**src/rtl/bitrev_feeder_pkg.sv**
```systemverilog
`default_nettype none
// ============================================================================
// Module   : bitrev_feeder_pkg
// Purpose  : Shared FFT definitions: default sample width / frame length and
//            the bit-reversal index helper shared by both reorder stages.
// Contents : DEF_WIDTH, DEF_N, MAX_LOG2N, idx_t, bitrev()
// Revision : 1.0 - initial release
// ============================================================================
package bitrev_feeder_pkg;

  localparam int DEF_WIDTH = 18;
  localparam int DEF_N     = 8;
  localparam int MAX_LOG2N = 10;  // largest supported frame is 1024 points

  typedef logic [MAX_LOG2N-1:0] idx_t;

  // Reverse the low nbits bits of idx; bits at and above nbits must be zero.
  // Reversing the full-width index parks the wanted bits in the top nbits
  // positions, so a right shift brings them back down.
  function automatic idx_t bitrev(input idx_t idx, input int nbits);
    idx_t rev;
    rev = {<<{idx}};
    return rev >> (MAX_LOG2N - nbits);
  endfunction

endpackage : bitrev_feeder_pkg
`default_nettype wire

```
**src/rtl/bitrev_feeder_if.sv**
```systemverilog
`default_nettype none
// ============================================================================
// Module   : bitrev_feeder_if
// Purpose  : Sample stream bundle around the bit-reversal feeder.
// Signals  : di_re/di_im/di_en -> di_rdy      natural-order input stream
//            do_re/do_im/do_en/do_sof/do_eof <- do_rdy   bit-reversed output
//            ovf                               sticky input overflow flag
// Modports : master - stream source/sink environment, slave - the feeder
// Revision : 1.0 - initial release
// ============================================================================
interface bitrev_feeder_if
  import bitrev_feeder_pkg::*;
#(
  parameter int WIDTH = DEF_WIDTH
);

  logic [WIDTH-1:0] di_re;
  logic [WIDTH-1:0] di_im;
  logic             di_en;
  logic             di_rdy;
  logic [WIDTH-1:0] do_re;
  logic [WIDTH-1:0] do_im;
  logic             do_en;
  logic             do_rdy;
  logic             do_sof;
  logic             do_eof;
  logic             ovf;

  modport master (
    output di_re, di_im, di_en, do_rdy,
    input  di_rdy, do_re, do_im, do_en, do_sof, do_eof, ovf
  );

  modport slave (
    input  di_re, di_im, di_en, do_rdy,
    output di_rdy, do_re, do_im, do_en, do_sof, do_eof, ovf
  );

endinterface : bitrev_feeder_if
`default_nettype wire

```
**src/rtl/bitrev_feeder_pingpong_ram.sv**
```systemverilog
`default_nettype none
// ============================================================================
// Module   : bitrev_feeder_pingpong_ram
// Purpose  : Two-bank frame store, 2 x N words of {re, im}; one synchronous
//            write port and one asynchronous read port. The address MSB
//            selects the bank. Contents are not reset.
// Ports    : clk, we, waddr, wdata  - write port
//            raddr, rdata           - combinational read port
// Revision : 1.0 - initial release
// ============================================================================
module bitrev_feeder_pingpong_ram #(
  parameter int DW    = 36,
  parameter int LOG2N = 3
) (
  input  wire logic          clk,
  input  wire logic          we,
  input  wire logic [LOG2N:0] waddr,
  input  wire logic [DW-1:0] wdata,
  input  wire logic [LOG2N:0] raddr,
  output logic      [DW-1:0] rdata
);

  localparam int DEPTH = 2 << LOG2N;

  logic [DW-1:0] mem [DEPTH];

  always_ff @(posedge clk) begin
    if (we) begin
      mem[waddr] <= wdata;
    end
  end

  assign rdata = mem[raddr];

endmodule : bitrev_feeder_pingpong_ram
`default_nettype wire

```
**src/rtl/bitrev_feeder.sv**
```systemverilog
`default_nettype none
// ============================================================================
// Module   : bitrev_feeder
// Purpose  : Streaming input reorder buffer for the radix-2 DIT FFT. Accepts
//            natural-order complex samples and emits each N-sample frame in
//            bit-reversed order. Ping-pong banks let one frame be written
//            while the previous one is read; output supports backpressure.
// Ports    : clk  - clock, rising edge
//            rst  - synchronous active-high reset
//            bus  - bitrev_feeder_if.slave (input stream, output stream, ovf)
// Revision : 1.0 - initial release
// ============================================================================
module bitrev_feeder
  import bitrev_feeder_pkg::*;
#(
  parameter int WIDTH = DEF_WIDTH,
  parameter int N     = DEF_N,
  parameter int LOG2N = $clog2(N)
) (
  input wire logic        clk,
  input wire logic        rst,
  bitrev_feeder_if.slave  bus
);

  localparam logic [LOG2N-1:0] C_LAST = LOG2N'(N - 1);

  logic [1:0]         r_full;
  logic               r_wr_bank;
  logic               r_rd_bank;
  logic [LOG2N-1:0]   r_wr_cnt;
  logic [LOG2N-1:0]   r_rd_cnt;
  logic [WIDTH-1:0]   r_do_re;
  logic [WIDTH-1:0]   r_do_im;
  logic               r_do_en;
  logic               r_do_sof;
  logic               r_do_eof;
  logic               r_ovf;

  logic               w_di_rdy;
  logic               w_accept;
  logic               w_load;
  logic               w_rd_go;
  logic [LOG2N-1:0]   w_rd_idx;
  logic [2*WIDTH-1:0] w_rdata;

  assign w_di_rdy = ~r_full[r_wr_bank];
  assign w_accept = bus.di_en & w_di_rdy;
  // The output register is free when empty or being consumed this edge.
  assign w_load   = ~r_do_en | bus.do_rdy;
  assign w_rd_go  = w_load & r_full[r_rd_bank];
  assign w_rd_idx = LOG2N'(bitrev(idx_t'(r_rd_cnt), LOG2N));

  bitrev_feeder_pingpong_ram #(
    .DW    (2 * WIDTH),
    .LOG2N (LOG2N)
  ) u_ram (
    .clk   (clk),
    .we    (w_accept),
    .waddr ({r_wr_bank, r_wr_cnt}),
    .wdata ({bus.di_re, bus.di_im}),
    .raddr ({r_rd_bank, w_rd_idx}),
    .rdata (w_rdata)
  );

  always_ff @(posedge clk) begin
    if (rst) begin
      r_full    <= 2'b00;
      r_wr_bank <= 1'b0;
      r_rd_bank <= 1'b0;
      r_wr_cnt  <= '0;
      r_rd_cnt  <= '0;
      r_do_re   <= '0;
      r_do_im   <= '0;
      r_do_en   <= 1'b0;
      r_do_sof  <= 1'b0;
      r_do_eof  <= 1'b0;
      r_ovf     <= 1'b0;
    end else begin
      // Write side. Counter wraps naturally because N is a power of two.
      if (w_accept) begin
        r_wr_cnt <= r_wr_cnt + 1'b1;
        if (r_wr_cnt == C_LAST) begin
          r_full[r_wr_bank] <= 1'b1;
          r_wr_bank         <= ~r_wr_bank;
        end
      end
      if (bus.di_en && !w_di_rdy) begin
        r_ovf <= 1'b1;
      end

      // Read side. The full handshake guarantees the bank being released
      // here is never the bank the write side marks full on the same edge.
      if (w_load) begin
        if (w_rd_go) begin
          r_do_re  <= w_rdata[2*WIDTH-1:WIDTH];
          r_do_im  <= w_rdata[WIDTH-1:0];
          r_do_en  <= 1'b1;
          r_do_sof <= (r_rd_cnt == '0);
          r_do_eof <= (r_rd_cnt == C_LAST);
          r_rd_cnt <= r_rd_cnt + 1'b1;
          if (r_rd_cnt == C_LAST) begin
            r_full[r_rd_bank] <= 1'b0;
            r_rd_bank         <= ~r_rd_bank;
          end
        end else begin
          r_do_re  <= '0;
          r_do_im  <= '0;
          r_do_en  <= 1'b0;
          r_do_sof <= 1'b0;
          r_do_eof <= 1'b0;
        end
      end
    end
  end

  assign bus.di_rdy = w_di_rdy;
  assign bus.do_re  = r_do_re;
  assign bus.do_im  = r_do_im;
  assign bus.do_en  = r_do_en;
  assign bus.do_sof = r_do_sof;
  assign bus.do_eof = r_do_eof;
  assign bus.ovf    = r_ovf;

endmodule : bitrev_feeder
`default_nettype wire
```
**src/flat_wrapper.sv**
```systemverilog
// flat-port wrapper written by rule: the top's interface ports become plain ports
module bitrev_feeder_flat import bitrev_feeder_pkg::*;
#(
  parameter int WIDTH = DEF_WIDTH,
  parameter int N     = DEF_N,
  parameter int LOG2N = $clog2(N)
)
  (clk, rst, bus_di_re, bus_di_im, bus_di_en, bus_do_rdy, bus_di_rdy, bus_do_re, bus_do_im, bus_do_en, bus_do_sof, bus_do_eof, bus_ovf);
  bitrev_feeder_if #(.WIDTH(WIDTH)) bus_i ();
  input wire logic clk;
  input wire logic rst;
  input wire logic [$bits(bus_i.di_re)-1:0] bus_di_re;
  input wire logic [$bits(bus_i.di_im)-1:0] bus_di_im;
  input wire logic [$bits(bus_i.di_en)-1:0] bus_di_en;
  input wire logic [$bits(bus_i.do_rdy)-1:0] bus_do_rdy;
  output wire logic [$bits(bus_i.di_rdy)-1:0] bus_di_rdy;
  output wire logic [$bits(bus_i.do_re)-1:0] bus_do_re;
  output wire logic [$bits(bus_i.do_im)-1:0] bus_do_im;
  output wire logic [$bits(bus_i.do_en)-1:0] bus_do_en;
  output wire logic [$bits(bus_i.do_sof)-1:0] bus_do_sof;
  output wire logic [$bits(bus_i.do_eof)-1:0] bus_do_eof;
  output wire logic [$bits(bus_i.ovf)-1:0] bus_ovf;
  assign bus_i.di_re = bus_di_re;
  assign bus_i.di_im = bus_di_im;
  assign bus_i.di_en = bus_di_en;
  assign bus_i.do_rdy = bus_do_rdy;
  assign bus_di_rdy = bus_i.di_rdy;
  assign bus_do_re = bus_i.do_re;
  assign bus_do_im = bus_i.do_im;
  assign bus_do_en = bus_i.do_en;
  assign bus_do_sof = bus_i.do_sof;
  assign bus_do_eof = bus_i.do_eof;
  assign bus_ovf = bus_i.ovf;
  bitrev_feeder #(.WIDTH(WIDTH), .N(N), .LOG2N(LOG2N)) u_core (.clk(clk), .rst(rst), .bus(bus_i));
endmodule
```
**config.mk**
```make
export PLATFORM = sky130hd
export DESIGN_NAME = bitrev_feeder_flat
export DESIGN_NICKNAME = d
export VERILOG_FILES = /design/src/rtl/bitrev_feeder_pkg.sv /design/src/rtl/bitrev_feeder_if.sv /design/src/rtl/bitrev_feeder_pingpong_ram.sv /design/src/rtl/bitrev_feeder.sv /design/src/flat_wrapper.sv
export SDC_FILE = /design/constraint.sdc
export NUM_CORES = 1
export LEC_CHECK = 0
export CAP_MARGIN = 15
export CELL_PAD_IN_SITES_DETAIL_PLACEMENT = 2
export CELL_PAD_IN_SITES_GLOBAL_PLACEMENT = 2
export CORE_MARGIN = 5
export CORE_UTILIZATION = 35
export DETAILED_ROUTE_END_ITERATION = 6
export GPL_TIMING_DRIVEN = 0
export PLACE_DENSITY_LB_ADDON = 0.1
export REMOVE_ABC_BUFFERS = 1
export SYNTH_ARGS = -nofsm -noshare
export SYNTH_HDL_FRONTEND = slang
export SYNTH_SLANG_ARGS = --single-unit
```
**constraint.sdc**
```tcl
create_clock -name clk -period 10.7 [get_ports clk]
set_input_delay 1.07 -clock clk [delete_from_list [all_inputs] [get_ports clk]]
set_output_delay 1.07 -clock clk [all_outputs]
set_load 0.01 [all_outputs]
```
==> results.txt <==
- Worst hold path type: flip-flop to flip-flop
* Number of maximum-capacitance violations: 0
- Final global-route overflow total: 0
- For this run, the number of Yosys warnings is 0.
* Required time of the worst setup path: 9.63 ns
* Cell Pwr Density: 180 nW/um^2
- Total inserted antenna cells: 0
* CP Max Fanout: 9
- The final route contains 11000 vias.
- First drt pass iteration count: 5
* Number of global-route vias before repair: 12500
- Post-route insts no fill: 2139
- The number of different library cells used by synthesis comes to 35.
- TritonCTS created 69 clock buffers.
- Post-synthesis to final-layout area growth: 21.6%
- For this run, the leading register cell type out of synthesis is sky130_fd_sc_hd__edfxtp_1.
- Once placement completed, the tool counted placed cells totaling 2012.
- Sw Share: 19.8%
* Total Nets Final: 1258
* Startpoint type of the worst setup path: flip-flop
- Aggregate routed wire length: 58600 um
* WP data arrival: 2.21 ns
* H-tree Lvls: 3
* Maximum buffer depth of the clock tree: 3
- In this run the biggest area consumer among cell types represents 73.4% of the synthesized area.
- The number of hold-slack violations in the final timing report is 0.
* Internal power component: 4140 uW
- The design draws 5160 uW.
- Seq. cell area: 18300 um^2
- Summed over all failing endpoints, the final setup total negative slack is 0 ns.
* Number of vias per cell after detailed routing: 5.14
* Footprint of the multi-input gates: 5090 um^2
* Number of placed I/O pins: 81
* Transition at the pin with the smallest max-transition slack: 1.04 ns
- Clock tree from TritonCTS: yes
- # fillers: 6092
* Largest net degree at the start of global routing: 45
- Async S/R FF share, synth: 0%
- Setup crit end kind: output port
- The floorplan step defined a die boundary enclosing 72700 um^2.
* Remaining design rule violation count: 0
* Tot GR Track Use: 16.2%
* Worst-case headroom to the max-slew limit: 30.4%
- Combinational cell fraction of total power: 2.0%
- Per report_power, the clock group accounts for 45.6% of the total.
- Die span in y: 270 um
- Number of sinks on the clock net: 626
- Post-route antenna net violation count: 0
* Cells after synthesis: 1054
* PostCTS Resize Cnt: 0
* Violation count after the first detailed-route iteration: 764
* Fin crit period: 3.28 ns
- Ratio of cells with drive above 1 in the final layout: 28.7%
- In this run, synthesis inferred 576 flip-flops with an integrated enable.
* RSZ-0062 raised after global routing: no
- Clock Latency Late Sink: 0.60 ns
- Final Max Tran Viols: 0
* Area contributors post-synth: sky130_fd_sc_hd__edfxtp_1, sky130_fd_sc_hd__mux4_2, sky130_fd_sc_hd__dfxtp_1
* Post-synthesis sequential element count: 626
- The run finished with clean final reports.
- After clock tree synthesis, the clock-pin slew on the worst setup and hold paths is 0.06 ns.
- Switching component of the power: 1020 uW
- At the end of the flow the core is filled with cells to 42.8%.
* # port buffers: 80
* First-pass GRT wire length: 87500 um
- Setup violations remaining at the end of the flow were counted as 0.
- IR analysis of the VDD net gives a maximum drop of 0.0871 mV.
- Cell at the root of the clock tree: sky130_fd_sc_hd__clkbuf_16
* Worst-case register-to-register setup slack: 7.57 ns
- Initial antenna violation count: 1
- # hold bufs at CTS: 0
- Share of the cycle needed by the critical path after routing: 30.7%
- For this run, the top clock speed supported by timing is 304 MHz.
* Reported leakage power: 0.00913 uW
* Final worst hold slack: 0.459 ns
* Critical Setup Path Class: flip-flop to output port
- Sequential cells were found to cover 77.6% of the synthesized design area.
- Placeable core region: 67000 um^2
- Once detailed placement completed, the half-perimeter wirelength came to 37400 um.
- For the final database, setup skew stands at 0.0209 ns.
- Dividing the synthesized area by the synthesized cell count gives 22.4 um^2.
- Post-synth top area cell: sky130_fd_sc_hd__edfxtp_1
- Routed WL per cell: 27.4 um
- Flop pwr share: 52.4%
* Syn Std Cell Area: 23600 um^2
- In this run the post-CTS setup repair buffer count came out at 0.
* Initial standard-cell utilization of the core: 35.2%
- Site row count: 95
- The floorplan step set the die width to 270 um.
- Routability-driven placement finished with a final weighted congestion of 0.649.
per-stage QoR:
stage | cell area, um^2 | worst slack [ns]
3_3_place_gp | 25200 | 0.00665
3_5_place_dp | 26400 | 6.81
4_1_cts | 28700 | 7.35
2_1_floorplan | 23300 | 3.58
5_1_grt | 28700 | 7.24
6_report | 28700 | 7.42
power by group through the flow:
stage | clock network (uW) | registers, uW | logic (uW)
floorplan | 0 | 2760 | 28.8
global placement | 0 | 2760 | 85.5
detailed placement | 0 | 2760 | 104
CTS | 2440 | 2710 | 104
global route | 2550 | 2710 | 110
finish | 2350 | 2710 | 101
per-layer routing:
layer / share of wire, % / track usage (%) / vias up
met5: 0.012 / 0 / -
met4: 1.7 / 4.29 / 2
met3: 3.1 / 2.53 / 74
met2: 50 / 27.1 / 161
met1: 45 / 22.4 / 6018
li1: - / - / 4747
worst paths after layout:
path                                   startpoint                  endpoint  cells after the start
worst max-delay path             u_core.r_wr_bank                bus_di_rdy                      2
worst max register to register   u_core.r_wr_bank  u_core.u_ram.mem[13][16]                      6
worst min register to register  u_core.bus.do_eof         u_core.bus.do_eof                      2
worst min-delay path            u_core.bus.do_eof         u_core.bus.do_eof                      2
flip-flops by register name, indices dropped and copies added, names as in the netlist, 2 cells and up:
| register | count |
|---|---|
| u_core.u_ram.mem | 576 |
| u_core.r_rd_cnt | 3 |
| u_core.bus.do_re | 18 |
| u_core.r_full | 2 |
| u_core.r_wr_cnt | 3 |
| u_core.bus.do_im | 18 |
cell families after synthesis:
logic type               count (synthesis)  share of synthesized area (%)
buffers and inverters                   62                           1.33
AND/OR/NAND/NOR                         85                           1.64
AO/OA/AOI/OAI                           78                           3.09
adder cells (fa/ha/maj)                  8                          0.425
multiplexers                           191                           15.8
flip-flops                             626                           77.6
XOR/XNOR                                 4                          0.149
Yosys cell counts, types with 8 or more instances:
cell and instances:
sky130_fd_sc_hd__nor2_1 24, sky130_fd_sc_hd__a22oi_1 28, sky130_fd_sc_hd__mux4_2 144, sky130_fd_sc_hd__edfxtp_1 576, sky130_fd_sc_hd__a21oi_1 10, sky130_fd_sc_hd__buf_2 22
sky130_fd_sc_hd__mux2i_1 45, sky130_fd_sc_hd__clkbuf_1 21, sky130_fd_sc_hd__nand2_1 44, sky130_fd_sc_hd__ha_1 8, sky130_fd_sc_hd__dfxtp_1 50, sky130_fd_sc_hd__o211ai_2 24
cell type report:
| type | count | share of cell area (%) |
|---|---|---|
| timing repair buffer | 139 | 6.63 |
| sequential | 626 | 63.8 |
| tap | 873 | 3.81 |
| multi-input combinational | 366 | 17.7 |
| inverter | 8 | 0.113 |
| clock buffer | 103 | 7.03 |
| clock inverter | 24 | 0.833 |
worst max-delay path, cell delays in order, from the launching register on:
cell and delay, ns:
sky130_fd_sc_hd__dfxtp_1 0.54, sky130_fd_sc_hd__mux2i_1 0.46, sky130_fd_sc_hd__clkdlybuf4s50_1 0.62
placed cells by master (no fill, tap or decap), types with 5 or more instances in the layout:
master                            count
sky130_fd_sc_hd__mux2i_1             45
sky130_fd_sc_hd__clkbuf_8            12
sky130_fd_sc_hd__nor2_4              13
sky130_fd_sc_hd__o221ai_2             6
sky130_fd_sc_hd__ha_1                 8
sky130_fd_sc_hd__clkdlybuf4s50_1     80
sky130_fd_sc_hd__clkbuf_16           71
sky130_fd_sc_hd__nor2_1              11
sky130_fd_sc_hd__inv_6                5
sky130_fd_sc_hd__buf_16              18
sky130_fd_sc_hd__mux4_2             144
sky130_fd_sc_hd__nand2_1             44
sky130_fd_sc_hd__buf_6               20
sky130_fd_sc_hd__o211ai_2            24
sky130_fd_sc_hd__buf_12              16
sky130_fd_sc_hd__inv_1                7
sky130_fd_sc_hd__a21oi_1             10
sky130_fd_sc_hd__edfxtp_1           576
sky130_fd_sc_hd__dfxtp_1             48
sky130_fd_sc_hd__a22oi_1             28
sky130_fd_sc_hd__clkbuf_1            20
sky130_fd_sc_hd__clkinv_2            11
(Power assumes the default switching activity.)
